File: config.mk
export PLATFORM = sky130hd
export DESIGN_NAME = fetch_stage
export DESIGN_NICKNAME = d
export VERILOG_FILES = /design/src/rtl/fetch_stage.sv
export SDC_FILE = /design/constraint.sdc
export NUM_CORES = 1
export LEC_CHECK = 0
export BUFFER_PORTS_ARGS = -buffer_cell sky130_fd_sc_hd__buf_2
export CAP_MARGIN = 30
export CORE_UTILIZATION = 40
export CTS_CLUSTER_SIZE = 24
export DETAILED_ROUTE_END_ITERATION = 10
export GPL_TIMING_DRIVEN = 0
export HOLD_SLACK_MARGIN = 0.1
export PLACE_DENSITY = 0.59
export SLEW_MARGIN = 25
export SYNTH_ARGS = -nofsm -noshare
export SYNTH_HDL_FRONTEND = slang
export SYNTH_SLANG_ARGS = --single-unit
File: constraint.sdc
create_clock -name clk -period 6.2 [get_ports clk]
set_input_delay 0.62 -clock clk [delete_from_list [all_inputs] [get_ports clk]]
set_output_delay 0.62 -clock clk [all_outputs]
set_load 0.02 [all_outputs]
File: src/rtl/fetch_stage.sv
// Instruction-fetch stage: credit-limited sequential fetch over a req/gnt + in-order
// response bus, prefetch FIFO with registered head, and redirect flush of stale beats.
module fetch_stage #(
    parameter logic [31:0] RESET_PC = 32'h8002_0000,
    parameter int          DEPTH    = 2
) (
    input  logic        clk,
    input  logic        rst_n,
    input  logic        stall,
    input  logic        redirect,
    input  logic [31:0] redirect_pc,
    output logic        imem_req,
    output logic [31:0] imem_addr,
    input  logic        imem_gnt,
    input  logic        imem_rvalid,
    input  logic [31:0] imem_rdata,
    output logic [31:0] insn,
    output logic [31:0] pc,
    output logic        valid_insn
);
    localparam int PW = $clog2(DEPTH);
    localparam int CW = PW + 1;
    localparam int SW = CW + 1;
    localparam logic [SW-1:0] CAP = SW'(DEPTH);

    typedef enum logic [1:0] { BOOT, RUN, FLUSH } state_e;

    state_e        state_q, state_d;
    logic [31:0]   fetch_pc_q, fetch_pc_d;
    logic [CW-1:0] occ_q, occ_d, out_q, out_d, drop_q, drop_d;
    logic [PW-1:0] pcq_wr_q, pcq_wr_d, pcq_rd_q, pcq_rd_d;
    logic [31:0]   pcq_q  [DEPTH];
    logic [31:0]   data_q [DEPTH];
    logic [31:0]   data_d [DEPTH];
    logic [31:0]   addr_q [DEPTH];
    logic [31:0]   addr_d [DEPTH];
    logic          vld_q  [DEPTH];
    logic          vld_d  [DEPTH];

    logic          issue, rv_drop, rv_take, rv_err, do_redirect, pop;
    logic [SW-1:0] credit;
    logic [CW-1:0] occ_pop, drop_rv, drop_redir;

    assign credit      = SW'(occ_q) + SW'(out_q);
    assign imem_req    = (state_q == RUN) && (credit < CAP);
    assign imem_addr   = fetch_pc_q;
    assign issue       = imem_req && imem_gnt;
    assign rv_drop     = imem_rvalid && (drop_q != '0);
    assign rv_take     = imem_rvalid && (drop_q == '0) && (out_q != '0);
    assign rv_err      = imem_rvalid && (drop_q == '0) && (out_q == '0);
    assign do_redirect = redirect && (state_q != BOOT);
    assign pop         = vld_q[0] && !stall;

    assign insn       = data_q[0];
    assign pc         = addr_q[0];
    assign valid_insn = vld_q[0];

    // On redirect every in-flight request becomes stale, including one granted this
    // cycle; a word returning this cycle is discarded on the spot, so it leaves the count.
    assign drop_rv    = drop_q - CW'(rv_drop);
    assign drop_redir = drop_rv + out_q + CW'(issue) - CW'(rv_take);

    always_comb begin
        state_d    = state_q;
        fetch_pc_d = fetch_pc_q;
        occ_d      = occ_q;
        out_d      = out_q;
        drop_d     = drop_rv;
        pcq_wr_d   = pcq_wr_q;
        pcq_rd_d   = pcq_rd_q;
        occ_pop    = occ_q;
        data_d     = data_q;
        addr_d     = addr_q;
        vld_d      = vld_q;

        if (do_redirect) begin
            for (int i = 0; i < DEPTH; i++) begin
                data_d[i] = '0;
                addr_d[i] = '0;
                vld_d[i]  = 1'b0;
            end
            occ_d      = '0;
            out_d      = '0;
            pcq_wr_d   = '0;
            pcq_rd_d   = '0;
            drop_d     = drop_redir;
            fetch_pc_d = redirect_pc & 32'hFFFF_FFFC;
            state_d    = (drop_redir != '0) ? FLUSH : RUN;
        end else begin
            // Shift-register FIFO: zeros enter at the tail so an empty head reads 0.
            if (pop) begin
                for (int i = 0; i < DEPTH - 1; i++) begin
                    data_d[i] = data_q[i+1];
                    addr_d[i] = addr_q[i+1];
                    vld_d[i]  = vld_q[i+1];
                end
                data_d[DEPTH-1] = '0;
                addr_d[DEPTH-1] = '0;
                vld_d[DEPTH-1]  = 1'b0;
                occ_pop         = occ_q - CW'(1);
            end
            occ_d = occ_pop;
            if (rv_take) begin
                data_d[occ_pop[PW-1:0]] = imem_rdata;
                addr_d[occ_pop[PW-1:0]] = pcq_q[pcq_rd_q];
                vld_d[occ_pop[PW-1:0]]  = 1'b1;
                occ_d    = occ_pop + CW'(1);
                pcq_rd_d = pcq_rd_q + PW'(1);
            end
            if (issue) begin
                fetch_pc_d = fetch_pc_q + 32'd4;
                pcq_wr_d   = pcq_wr_q + PW'(1);
            end
            out_d = out_q + CW'(issue) - CW'(rv_take);
            case (state_q)
                BOOT:    state_d = RUN;
                FLUSH:   if (drop_rv == '0) state_d = RUN;
                default: state_d = state_q;
            endcase
        end
    end

    always_ff @(posedge clk or negedge rst_n) begin
        if (!rst_n) begin
            state_q    <= BOOT;
            fetch_pc_q <= RESET_PC;
            occ_q      <= '0;
            out_q      <= '0;
            drop_q     <= '0;
            pcq_wr_q   <= '0;
            pcq_rd_q   <= '0;
            for (int i = 0; i < DEPTH; i++) begin
                data_q[i] <= '0;
                addr_q[i] <= '0;
                vld_q[i]  <= 1'b0;
            end
        end else begin
            state_q    <= state_d;
            fetch_pc_q <= fetch_pc_d;
            occ_q      <= occ_d;
            out_q      <= out_d;
            drop_q     <= drop_d;
            pcq_wr_q   <= pcq_wr_d;
            pcq_rd_q   <= pcq_rd_d;
            data_q     <= data_d;
            addr_q     <= addr_d;
            vld_q      <= vld_d;
        end
    end

    // Request addresses only; pointers carry the state, so no reset is needed here.
    always_ff @(posedge clk) begin
        if (issue) pcq_q[pcq_wr_q] <= fetch_pc_q;
    end

`ifndef SYNTHESIS
    always_ff @(posedge clk) begin
        if (rst_n && rv_err)
            $display("%m: t=%0t stray imem_rvalid with nothing outstanding, ignored", $time);
    end
`endif

endmodule

# Word-level counts from Yosys, hierarchy flattened
# Memory sizes are Yosys's and may differ from the RTL's.
# Cells that the tools add are included.
[word_totals] input_bits=70 ramBits=64 latchBits=0 rom_bits=0 register_bits=172 word_cells=90 output_inout_bits=98 n_memories=1
[mem_list] name="pcq_q" words=2 width=32 read_ports=1 rd_clocked_by_memory_dff=0 wr=1 line_no="32" source="logic [31:0] pcq_q [DEPTH];"
[op_classes] n_addsub=12 n_shift=0 mul=0 n_lt_le_gt_ge=3 reduce_logical=20 muxes=36 bitwise=2 n_eq_ne=3 div=0
[op_table] cell="$mux 64" count=8
[op_table] cell="$bwmux 64" count=2
[op_table] cell="$mux 32" count=3
[op_table] cell="$add 32x3->32 const B" count=1
[op_table] cell="$demux 32 s1" count=1
[op_table] cell="$mux 2" count=13
[op_table] cell="$reduce_bool 2->1" count=6
[op_table] cell="$logic_and 1x1->1" count=8
[op_table] cell="$mux 1" count=7
[op_table] cell="$logic_not 2->1" count=3
[op_table] cell="$sub 2x1->2" count=3
[op_table] cell="$add 2x1->2" count=2
[op_table] cell="$pmux 2 s2" count=1
[op_table] cell="$add 2x2->3" count=1
[op_table] cell="$lt 3x2->1 const B" count=1
[op_table] cell="$ne 3x3->1 const B" count=1
[op_table] cell="$reduce_bool 3->1" count=1
[op_table] cell="$add 1x1->1 const B" count=2
[op_table] cell="$add 2x1->2 const B" count=1
[op_table] cell="$add 2x2->2" count=1
[op_table] cell="$eq 2x1->1 const B" count=1
[op_table] cell="$eq 2x2->1 const B" count=1
[op_table] cell="$ge 2x2->1 const B" count=1
[op_table] cell="$lt 2x1->1 const B" count=1
[op_table] cell="other kinds (6)" count=6

# Depth between registers and ports, before layout
# Gate-level depths: netlist of run 1.
[depth] depth_word=12 depth_mapped=14 mapped_depth_nobuf=12

# Least setup slack after synthesis of run 1
# OpenSTA, ideal clock, no wires.
[synth_timing] kind="register to register" start="register occ_q[0]" end="memory pcq_q[0][10], enable pin" period_less_slack_ns=3.623 arrival_ns=3.206 setup_ns=0.417 path_slack_ns=2.577 t_required_ns=5.783 stages_incl_launch_ff=9 path_buffers=2 cell_sequence="dfrtp_1 clkbuf_1 and2_1 fa_1 nor4b_4 and2_1 buf_2 inv_1 nor2_1"
[synth_between] elab_chain_cells=6
[synth_rtl] element="start, declared" line_no="30" source="logic [CW-1:0] occ_q, occ_d, out_q, out_d, drop_q, drop_d;"
[synth_rtl] element="start signal, assigned" line_no="127" source="occ_q <= '0;"
[synth_rtl] element="start signal, assigned" line_no="140" source="occ_q <= occ_d;"
[synth_rtl] element="$add 2x2->3" line_no="44" source="assign credit = SW'(occ_q) + SW'(out_q);"
[synth_rtl] element="$lt 3x2->1" line_no="45" source="assign imem_req = (state_q == RUN) && (credit < CAP);"
[synth_rtl] element="$logic_and 1x1->1" line_no="45"
[synth_rtl] element="$logic_and 1x1->1" line_no="47" source="assign issue = imem_req && imem_gnt;"
[synth_rtl] element="$mux 1" line_no="153" source="if (issue) pcq_q[pcq_wr_q] <= fetch_pc_q;"
[synth_rtl] element="$mux 1 (implied by the code)" line_no="153"
[synth_rtl] element="end, declared" line_no="32"
# Every way passes these cells.

# Final worst setup path of run 1
[layout_timing] start="register occ_q[0]" end="register state_q[1]"
[layout_between] elab_chain_cells=9
[layout_rtl] element="$add 2x2->3" line_no="44"
[layout_rtl] element="$lt 3x2->1" line_no="45"
[layout_rtl] element="$logic_and 1x1->1" line_no="45"
[layout_rtl] element="$logic_and 1x1->1" line_no="47"
[layout_rtl] element="$add 2x1->2" line_no="61" source="assign drop_redir = drop_rv + out_q + CW'(issue) - CW'(rv_take);"
[layout_rtl] element="$sub 2x1->2" line_no="61"
[layout_rtl] element="$reduce_bool 2->1" line_no="88" source="state_d = (drop_redir != '0) ? FLUSH : RUN;"
[layout_rtl] element="$mux 2" line_no="88"
[layout_rtl] element="$mux 2" line_no="76" source="if (do_redirect) begin"
[layout_rtl] element="end signal, assigned" line_no="138" source="state_q <= state_d;"
[layout_rtl] element="end, declared" line_no="28" source="state_e state_q, state_d;"
# Every way passes these cells.
# A chain may end at the register's enable or synchronous reset.

==> results of run 1 <==
-- sequential cells by signal, indices dropped and copies added (netlist names) --
register and cells:
valid_insn 1, pcq_q 60, addr_q 32, imem_addr 30, data_q 32, pcq_rd_q 1
pcq_wr_q 1, occ_q 2, pc 32, drop_q 2, state_q 2, vld_q 1
out_q 2, insn 32
-- power groups by stage --
stage	clock network, mW	logic (mW)	registers (mW)
floorplan	0	1.21	2.20
global placement	0	1.88	2.20
detailed placement	0	1.92	2.21
CTS	1.65	1.93	2.18
global route	1.71	2.09	2.23
finish	1.63	1.92	2.18
-- metal layers --
layer  vias to the layer above  global-route usage (%)  routed length [µm]  share of wire [%]
met3                        46                    2.64                1630                5.2
met1                      4520                    32.0               14700                 47
met4                         0                    5.77                 613                2.0
met2                       318                    33.5               14000                 45
li1                       4337                       -                   -                  -
met5                         -                       0                   0                  0
-- cells by family (layout without fill, tap and decap cells) --
group / Yosys count / after routing / synth area share, %
AND/OR/NAND/NOR: 374 / 374 / 16.0
AO/OA/AOI/OAI: 250 / 250 / 15.4
flip-flops: 230 / 230 / 54.4
buffers and inverters: 176 / 389 / 8.31
multiplexers: 35 / 35 / 3.48
XOR/XNOR: 17 / 17 / 1.46
adder cells (fa/ha/maj): 6 / 6 / 0.809
other: 1 / 2 / 0.0337
-- worst max-delay path by stage --
stage | startpoint | to | cells after the start
2_1_floorplan | occ_q[0]$_DFF_PN0_ | pcq_q[0][10]$_DFFE_PP_ | 8
3_3_place_gp | occ_q[0]$_DFF_PN0_ | pcq_q[0][12]$_DFFE_PP_ | 8
3_5_place_dp | imem_rvalid | state_q[1]$_DFFE_PN0P_ | 13
4_1_cts | occ_q[0]$_DFF_PN0_ | state_q[1]$_DFFE_PN0P_ | 14
5_1_grt | occ_q[0]$_DFF_PN0_ | state_q[1]$_DFFE_PN0P_ | 14
6_report | occ_q[0]$_DFF_PN0_ | state_q[1]$_DFFE_PN0P_ | 14
-- cell type report --
type	instances	area (µm²)
fillers	2546	13700
repair buffers	167	916
clock inverters	11	208
multi-input cells	684	4170
plain buffers	165	883
inverters	11	41.3
clock buffers	35	683
flip-flops and latches	230	6060
well taps	372	465
-- through the flow --
stage                     cell area, µm²  util, %
after CTS                          13400     49.5
after floorplan                    11100        -
after global placement             12400     45.8
after global routing               13400     49.5
after detailed placement           12500     46.2
final                              13400     49.5
-- synth_stat cells, types with 29 or more instances --
library cell,n
dfrtp_1,168
a311oi_1,62
nand3_1,75
o211ai_1,61
buf_4,66
nand2_1,143
nor3_1,66
mux2_2,30
nor2_1,29
a21oi_1,65
clkbuf_1,85
edfxtp_1,60
-- critical path: stages (launching register included) --
cell      delay, ns
dfrtp_1        0.32
clkbuf_1       0.34
and2_1         0.20
fa_1           0.47
nor4b_4        0.49
and2_1         0.19
buf_2          0.16
inv_1          0.16
ha_1           0.31
inv_1          0.06
fa_1           0.39
xnor3_1        0.38
xor2_1         0.15
o21a_1         0.19
nand2b_1       0.15
==> impl_metrics.toml, run 1 <==
[clocking]
cts_resized = 0
cts_tree = "yes"
clkLatencyLatePin_ns = 0.53
cts_buffers = 25
clkTransAtPathRegs_ns = 0.06
cts_buffer_depth = 3
postCtsHoldBufs = 0
htreeDepth = 1
root_buffer = "clkbuf_16"
cts_sinks = 230
postCtsSetupBuffers = 0

[layout]
final_layout_size_suffix_gt1_share_pct = 24.6
most-common-layout-cells = "175 x buf_2, 168 x dfrtp_1, 143 x nand2_1"
antennaDiodeCount = 0
syn2layout_area_growth_pct = 20.6
fin_cells = 1675
finalNetCount = 1360
final_common_cell = "buf_2"

[power]
power_mw = 5.73
p_leak_nw = 5.51
peakVddDrop_v = 0.000216
intPower_mw = 3.61
comb_power_share_pct = 33.5
power.share.clock_pct = 28.4
p_switching_mw = 2.12
pwr-share-seq_pct = 38.1
power_density_mw_per_mm2 = 427
p_sw_share_pct = 37.0

[synth]
ys_types = 51
post-synth-top-area-cell = "dfrtp_1"
ys_seq_area_share_pct = 54.4
synth_area_mm2 = 0.0111
synth-main-ff-cell = "dfrtp_1"
synth-edff-count = 60
postSynthAreaPerCell_um2 = 10.2
synthTopCellsByArea = "dfrtp_1 38%, edfxtp_1 16%, a311oi_1 4.9%, nand2_1 4.8%, buf_4 4.5%"
synth_cells = 1089
ys.warnings.count = 0
netlist.area_leader.share_pct = 37.8
async_flop_share_pct = 73.9
synth-seq-cells = 230

[worst_setup_path]
crit_type = "register to register"
required_ns = 6.61
rr_worst_depth = 14
reg2reg_to = "state_q[1]$_DFFE_PN0P_"
cp.arrival_ns = 4.50
r2r-start = "occ_q[0]$_DFF_PN0_"
crit_fanout = 7
cp-start-kind = "register"
rrSetupSlack_ns = 2.12
cp-end-kind = "register"

[sta]
hold_viol = 0
fin_crit_sh_pct = 65.9
rsz0062_at_grt = "false"
layout_min_cycle_time_ns = 4.08
finClkSkew_ns = 0.0119
tightest_slew_ns = 0.870
setup-violations-final = 0
worst_slew_margin_rel_pct = 41.6
setup_slack_ns = 2.12
max_freq_mhz = 245
whs_ns = 0.113
maxSlewViolCount = 0
tns_ns = 0

[placement]
post-place-cells = 1628
dp_hpwl_mm = 22.0
gp_congestion = 0.835
port_buffers = 163
dp_slack_ns = 1.88

[run_status]
status = "completed"

[routing]
dr.pass1.iters = 6
antenna_left = 0
routed_wl_mm = 31.0
drc_errors = 0
wl_per_cell_um = 18.5
viasPerCell = 5.51
drtIter0Drc = 541
num_vias = 9221

[die]
initial_utilization_pct = 41.1
dieArea_mm2 = 0.0285
die_w_um = 169
chipHeight_um = 169
num_rows = 60
ios = 168
core_mm2 = 0.0271

[grt]
grt_max_degree = 89
antenna_found_initial = 0
grt.total_usage_pct = 21.6
grt_pass1_vias = 8819
grt_pass1_wl_mm = 48.9
overflow = 0

[hold_path]
hold_path.class = "input pin to async pin"

[job]
maxCapViolations = 0
(Power assumes the default switching activity.)
==> run 2: changes to the inputs <==
--- a/config.mk
+++ b/config.mk
@@ -5,6 +5,7 @@
 export SDC_FILE = /design/constraint.sdc
 export NUM_CORES = 1
 export LEC_CHECK = 0
+export ABC_AREA = 1
 export BUFFER_PORTS_ARGS = -buffer_cell sky130_fd_sc_hd__buf_2
 export CAP_MARGIN = 30
 export CORE_UTILIZATION = 40
==> constraint.sdc (replaced) <==
create_clock -name clk -period 4.2 [get_ports clk]
set_input_delay 0.42 -clock clk [delete_from_list [all_inputs] [get_ports clk]]
set_output_delay 0.42 -clock clk [all_outputs]
set_load 0.02 [all_outputs]
==> impl_metrics.toml, run 2 <==
[layout]
syn2layout_area_growth_pct = 20.1
finalNetCount = 1611
most-common-layout-cells = "376 x nand2_1, 196 x nor2_1, 188 x buf_2"
final_common_cell = "nand2_1"
final_layout_size_suffix_gt1_share_pct = 22.0
largest_register = "pcq_q"
largest_reg_flops = 60
fillCellCount = 2806
fin_cells = 1934

[power]
intPower_mw = 5.73
pwr-share-seq_pct = 37.3
power_density_mw_per_mm2 = 686
p_sw_share_pct = 39.2
p_switching_mw = 3.69
comb_power_share_pct = 37.8
p_leak_nw = 6.92
peakVddDrop_v = 0.000497
power.share.clock_pct = 24.9

[placement]
gp_congestion = 0.896
port_buffers = 163
dp_hpwl_mm = 21.5
post-place-cells = 1884

[grt]
antenna_found_initial = 0
grt.total_usage_pct = 21.4
grt_pass1_vias = 9043
grt_pass1_wl_mm = 48.4
grt_max_degree = 91
overflow = 0

[worst_setup_path]
required_ns = 4.65
critical_path.slowest_cell = "ha_1"
crit_type = "register to register"
critPathBufInv = 2
critPathMaxStageDelay_ns = 0.49
crit_fanout = 10
cp.arrival_ns = 3.61
cp-start-kind = "register"
critPathTopFamily = "adder cells"
cp-end-kind = "register"
crit_chain = "nand2_1 -> inv_1 -> fa_1 -> nor2_1 -> nand4_2 -> ha_1 -> inv_1 -> fa_1 -> nand3b_1 -> nand3_1 -> nand2_1 -> nor2_1"

[synth]
synth_common_cells = "376 x nand2_1, 198 x nor2_1, 168 x dfrtp_1"
synth-edff-count = 60
netlist.area_leader.share_pct = 36.8
ys_seq_area_share_pct = 53.0
synth-main-ff-cell = "dfrtp_1"
async_flop_share_pct = 73.9
synth_area_mm2 = 0.0114
synthTopCellsByArea = "dfrtp_1 37%, edfxtp_1 16%, nand2_1 12%, nor2_1 6.5%, buf_4 4.5%"
ys_types = 40
synth-seq-cells = 230
postSynthAreaPerCell_um2 = 8.54
post-synth-top-area-cell = "dfrtp_1"
ys.warnings.count = 0
yosysMostFrequentCell = "nand2_1"
synth_cells = 1339

[run_status]
status = "completed"

[clocking]
htreeDepth = 1
cts_buffer_depth = 3
postCtsSetupBuffers = 0
clkTransAtPathRegs_ns = 0.06
root_buffer = "clkbuf_16"
cts_buffers = 26
cts_sinks = 230
clkLatencyLatePin_ns = 0.52
cts_tree = "yes"

[sta]
worst_slew_margin_rel_pct = 55.0
tightest_slew_ns = 0.675
max_freq_mhz = 316
maxSlewViolCount = 0
rsz0062_at_grt = "false"
fin_crit_sh_pct = 75.3
whs_ns = 0.158
finClkSkew_ns = 0.00999
setup-violations-final = 0
layout_min_cycle_time_ns = 3.16
hold_viol = 0

[routing]
wl_per_cell_um = 15.8
drc_errors = 0
drtIter0Drc = 677
num_vias = 9446
routed_wl_mm = 30.6
viasPerCell = 4.88
dr.pass1.iters = 5
antenna_left = 0

[die]
initial_utilization_pct = 40.9
dieArea_mm2 = 0.0293
ios = 168
core_mm2 = 0.0279
num_rows = 61
chipHeight_um = 171
die_w_um = 171

[job]
maxCapViolations = 0

[hold_path]
hold_path.class = "input pin to register"
run 2: cell count changes in the layout (fill, tap and decap cells not counted), sizes merged, moves of 54 or more:
cell    before  now
nor2        29  201
nor3        66    4
a311oi      62    0
clkbuf     120   66
o211ai      61    2
nand2      143  379
run 2: metrics by stage:
step / utilization (%) / total power, mW / instance area (µm²) / setup WS (ns) / TNS (ns)
2_1_floorplan: - / 5.87 / 11400 / 1.17 / 0
3_3_place_gp: 45.6 / 7.04 / 12700 / -0.208 / -31.98
3_5_place_dp: 45.9 / 7.11 / 12800 / 1.06 / 0
4_1_cts: 49.2 / 9.48 / 13700 / 1.05 / 0
5_1_grt: 49.2 / 10.0 / 13700 / 0.863 / 0
6_report: 49.2 / 9.42 / 13700 / 1.04 / 0
run 2: power by group through the flow:
stage	sequential [mW]	clock [mW]	combinational, mW
floorplan	3.54	0	2.33
global placement	3.54	0	3.50
detailed placement	3.55	0	3.57
CTS	3.51	2.38	3.59
global route	3.61	2.47	3.96
finish	3.51	2.34	3.56
run 2: final timing paths:
path	start	end	slack, ns	cells past startpoint
worst max-delay path	occ_q[0]$_DFF_PN0_	state_q[0]$_DFFE_PN0P_	1.04	12
worst min-delay path	imem_rdata[23]	insn[23]$_DFF_PN0_	0.16	2
worst max register to register	occ_q[0]$_DFF_PN0_	state_q[0]$_DFFE_PN0P_	1.04	12
worst min register to register	vld_q[0]$_DFF_PN0_	vld_q[0]$_DFF_PN0_	0.48	2
max in group asynchronous	rst_n	insn[16]$_DFF_PN0_	2.82	3
min in group asynchronous	rst_n	imem_addr[8]$_DFFE_PN0P_	0.48	2
run 2: area by class of cell:
class	count	area, µm²	area share, %
Inverter	58	218	1.58
Clock buffer	35	746	5.43
Tap cell	378	473	3.44
Timing Repair Buffer	167	918	6.69
Buffer	138	881	6.41
Antenna cell	2	5.00	0.0364
Multi-Input combinational cell	914	4300	31.3
Clock inverter	12	141	1.03
Sequential cell	230	6060	44.1
run 2: routing by layer:
layer | track usage [%] | routed length [µm]
met1 | 30.0 | 14300
met2 | 33.3 | 13800
met3 | 2.82 | 1510
met4 | 8.66 | 991
met5 | 0 | 0
run 2: logic make-up (layout without fill, tap and decap cells):
family                     Yosys count  after routing  share of synthesized area [%]
buffers and inverters              196            410                           9.61
adders and majority gates            6              6                          0.788
DFF                                230            230                           53.0
xor gates and xnor gates             7              7                          0.602
AOI/OAI and AO/OA                  203            203                           11.2
other                                1              4                         0.0328
and+or+nand+nor                    696            696                           24.8
run 2: repair_timing:
item	CTS	global route
gates resized for setup	0	0
setup endpoints to repair	0	0
hold endpoints to repair	78	0
hold buffers	1	0
run 2: worst reg2reg max path: stages, from the launching register on:
cell      delay (ns)
dfrtp_1         0.44
nand2_1         0.09
inv_1           0.05
fa_1            0.48
nor2_1          0.19
nand4_2         0.46
ha_1            0.49
inv_1           0.06
fa_1            0.37
nand3b_1        0.17
nand3_1         0.13
nand2_1         0.07
nor2_1          0.09
==> run 3: changes to the inputs <==
--- a/config.mk
+++ b/config.mk
@@ -13,7 +13,7 @@
 export DETAILED_ROUTE_END_ITERATION = 10
 export GPL_TIMING_DRIVEN = 0
 export HOLD_SLACK_MARGIN = 0.1
-export PLACE_DENSITY = 0.59
+export PLACE_DENSITY = 0.62
 export SLEW_MARGIN = 25
 export SYNTH_ARGS = -nofsm -noshare
 export SYNTH_HDL_FRONTEND = slang
==> constraint.sdc (replaced) <==
create_clock -name clk -period 2.9 [get_ports clk]
set_input_delay 0.29 -clock clk [delete_from_list [all_inputs] [get_ports clk]]
set_output_delay 0.29 -clock clk [all_outputs]
set_load 0.02 [all_outputs]
==> impl_metrics.toml, run 3 (synthesis gave the netlist of run 2 again) <==
[run_status]
status = "completed"

[power]
p_leak_nw = 7.18
power_mw = 13.9
peakVddDrop_v = 0.000555
power_density_mw_per_mm2 = 966

[sta]
max_freq_mhz = 368
maxSlewViolCount = 0
fin_crit_sh_pct = 93.7
whs_ns = 0.119
tns_ns = 0
rsz0062_at_grt = "false"
finClkSkew_ns = 0.0151
hold_viol = 0
setup-violations-final = 0
worst_slew_margin_rel_pct = 55.9
layout_min_cycle_time_ns = 2.72
tightest_slew_ns = 0.662

[layout]
fin_cells = 1990
final_layout_size_suffix_gt1_share_pct = 21.3
antennaDiodeCount = 0
most-common-layout-cells = "376 x nand2_1, 196 x nor2_1, 188 x buf_2"
syn2layout_area_growth_pct = 25.5
largest_reg_flops = 60
finalNetCount = 1670
final_common_cell = "nand2_1"
largest_register = "pcq_q"

[worst_setup_path]
cp-end-kind = "register"
crit_chain = "nand2_1 -> inv_1 -> fa_1 -> nor2_1 -> nand4_4 -> ha_1 -> inv_1 -> fa_1 -> nand3b_1 -> nand3_1 -> nand2_1 -> nor2_1"
cp.arrival_ns = 3.17
crit_type = "register to register"
critPathMaxStageDelay_ns = 0.47
cp-start-kind = "register"
critical_path.slowest_cell = "fa_1"
required_ns = 3.35
crit_fanout = 4

[grt]
antenna_found_initial = 0
grt_pass1_wl_mm = 48.6
grt.total_usage_pct = 21.4
grt_max_degree = 92
overflow = 0
grt_pass1_vias = 9180

[routing]
num_vias = 9690
drc_errors = 0
antenna_left = 0
dr.pass1.iters = 5
drtIter0Drc = 671
viasPerCell = 4.87
routed_wl_mm = 31.1
wl_per_cell_um = 15.6

[die]
chipHeight_um = 171
ios = 168
num_rows = 61
dieArea_mm2 = 0.0293
core_mm2 = 0.0279
die_w_um = 171
initial_utilization_pct = 40.9

[clocking]
cts_sinks = 230
root_buffer = "clkbuf_16"
cts_buffer_depth = 3
cts_tree = "yes"
htreeDepth = 1
cts_buffers = 27
clkLatencyLatePin_ns = 0.53
clkTransAtPathRegs_ns = 0.06

[placement]
port_buffers = 163
gp_congestion = 0.924
post-place-cells = 1884
dp_hpwl_mm = 21.4

[job]
maxCapViolations = 0

[hold_path]
hold_path.class = "input pin to register"
## run 3: cell count changes in the layout (fill, tap and decap cells not counted), sizes merged
cell / previous run / this run
dlygate4sd3: 1 / 58
bufinv: 3 / 5
diode: 2 / 0
inv: 59 / 58
clkinv: 6 / 7
buf: 273 / 274
clkbuf: 66 / 64
## run 3: report_power, final
part	leakage [nW]	switching, mW	internal [mW]
sequential	2.82	0.790	4.31
clock	0.451	1.34	2.21
combinational	3.90	3.23	1.98
## run 3: worst max-delay path, delay by kind of cell (launching register included)
family,cells,cell delay (ns)
adders and majority gates,3,1.14
buffers and inverters,2,0.11
DFF,1,0.45
and+or+nand+nor,7,0.95
## run 3: cell type report
class | count | area, µm²
multi-input cells | 914 | 4300
inverters | 58 | 218
clock buffers | 33 | 728
repair buffers | 225 | 1490
plain buffers | 138 | 881
fillers | 2684 | 13600
well taps | 378 | 473
clock inverters | 14 | 198
flip-flops and latches | 230 | 6060
## run 3: repair_timing
item	4_1_cts	5_1_grt
hold buffers	58	0
resized for setup	1	0
buffers inserted	1	0
endpoints found under the setup margin	4	0
endpoints found under the hold margin	166	0
## run 3: through the flow
step | cell area, µm² | util, % | worst slack [ns]
floorplan | 11400 | - | -0.131
global placement | 12700 | 45.6 | -1.32
detailed placement | 12800 | 45.9 | -0.223
CTS | 14300 | 51.4 | 0.183
global route | 14300 | 51.4 | 0.0276
finish | 14300 | 51.4 | 0.181
## run 3: final timing paths
kind	slack (ns)	endpoint	cells past startpoint	start
max	0.18	state_q[0]$_DFFE_PN0P_	12	occ_q[0]$_DFF_PN0_
min	0.12	imem_addr[26]$_DFFE_PN0P_	5	redirect_pc[26]
max reg2reg	0.18	state_q[0]$_DFFE_PN0P_	12	occ_q[0]$_DFF_PN0_
min reg2reg	0.49	vld_q[0]$_DFF_PN0_	2	vld_q[0]$_DFF_PN0_
max in group asynchronous	1.65	insn[17]$_DFF_PN0_	3	rst_n
min in group asynchronous	0.33	imem_addr[7]$_DFFE_PN0P_	2	rst_n
## run 3: routing by layer
layer	up-vias	track usage [%]	wire length [µm]
li1	4829	-	-
met1	4530	29.5	14300
met2	263	34.3	14300
met3	68	2.41	1350
met4	0	8.89	1130
met5	-	0	0
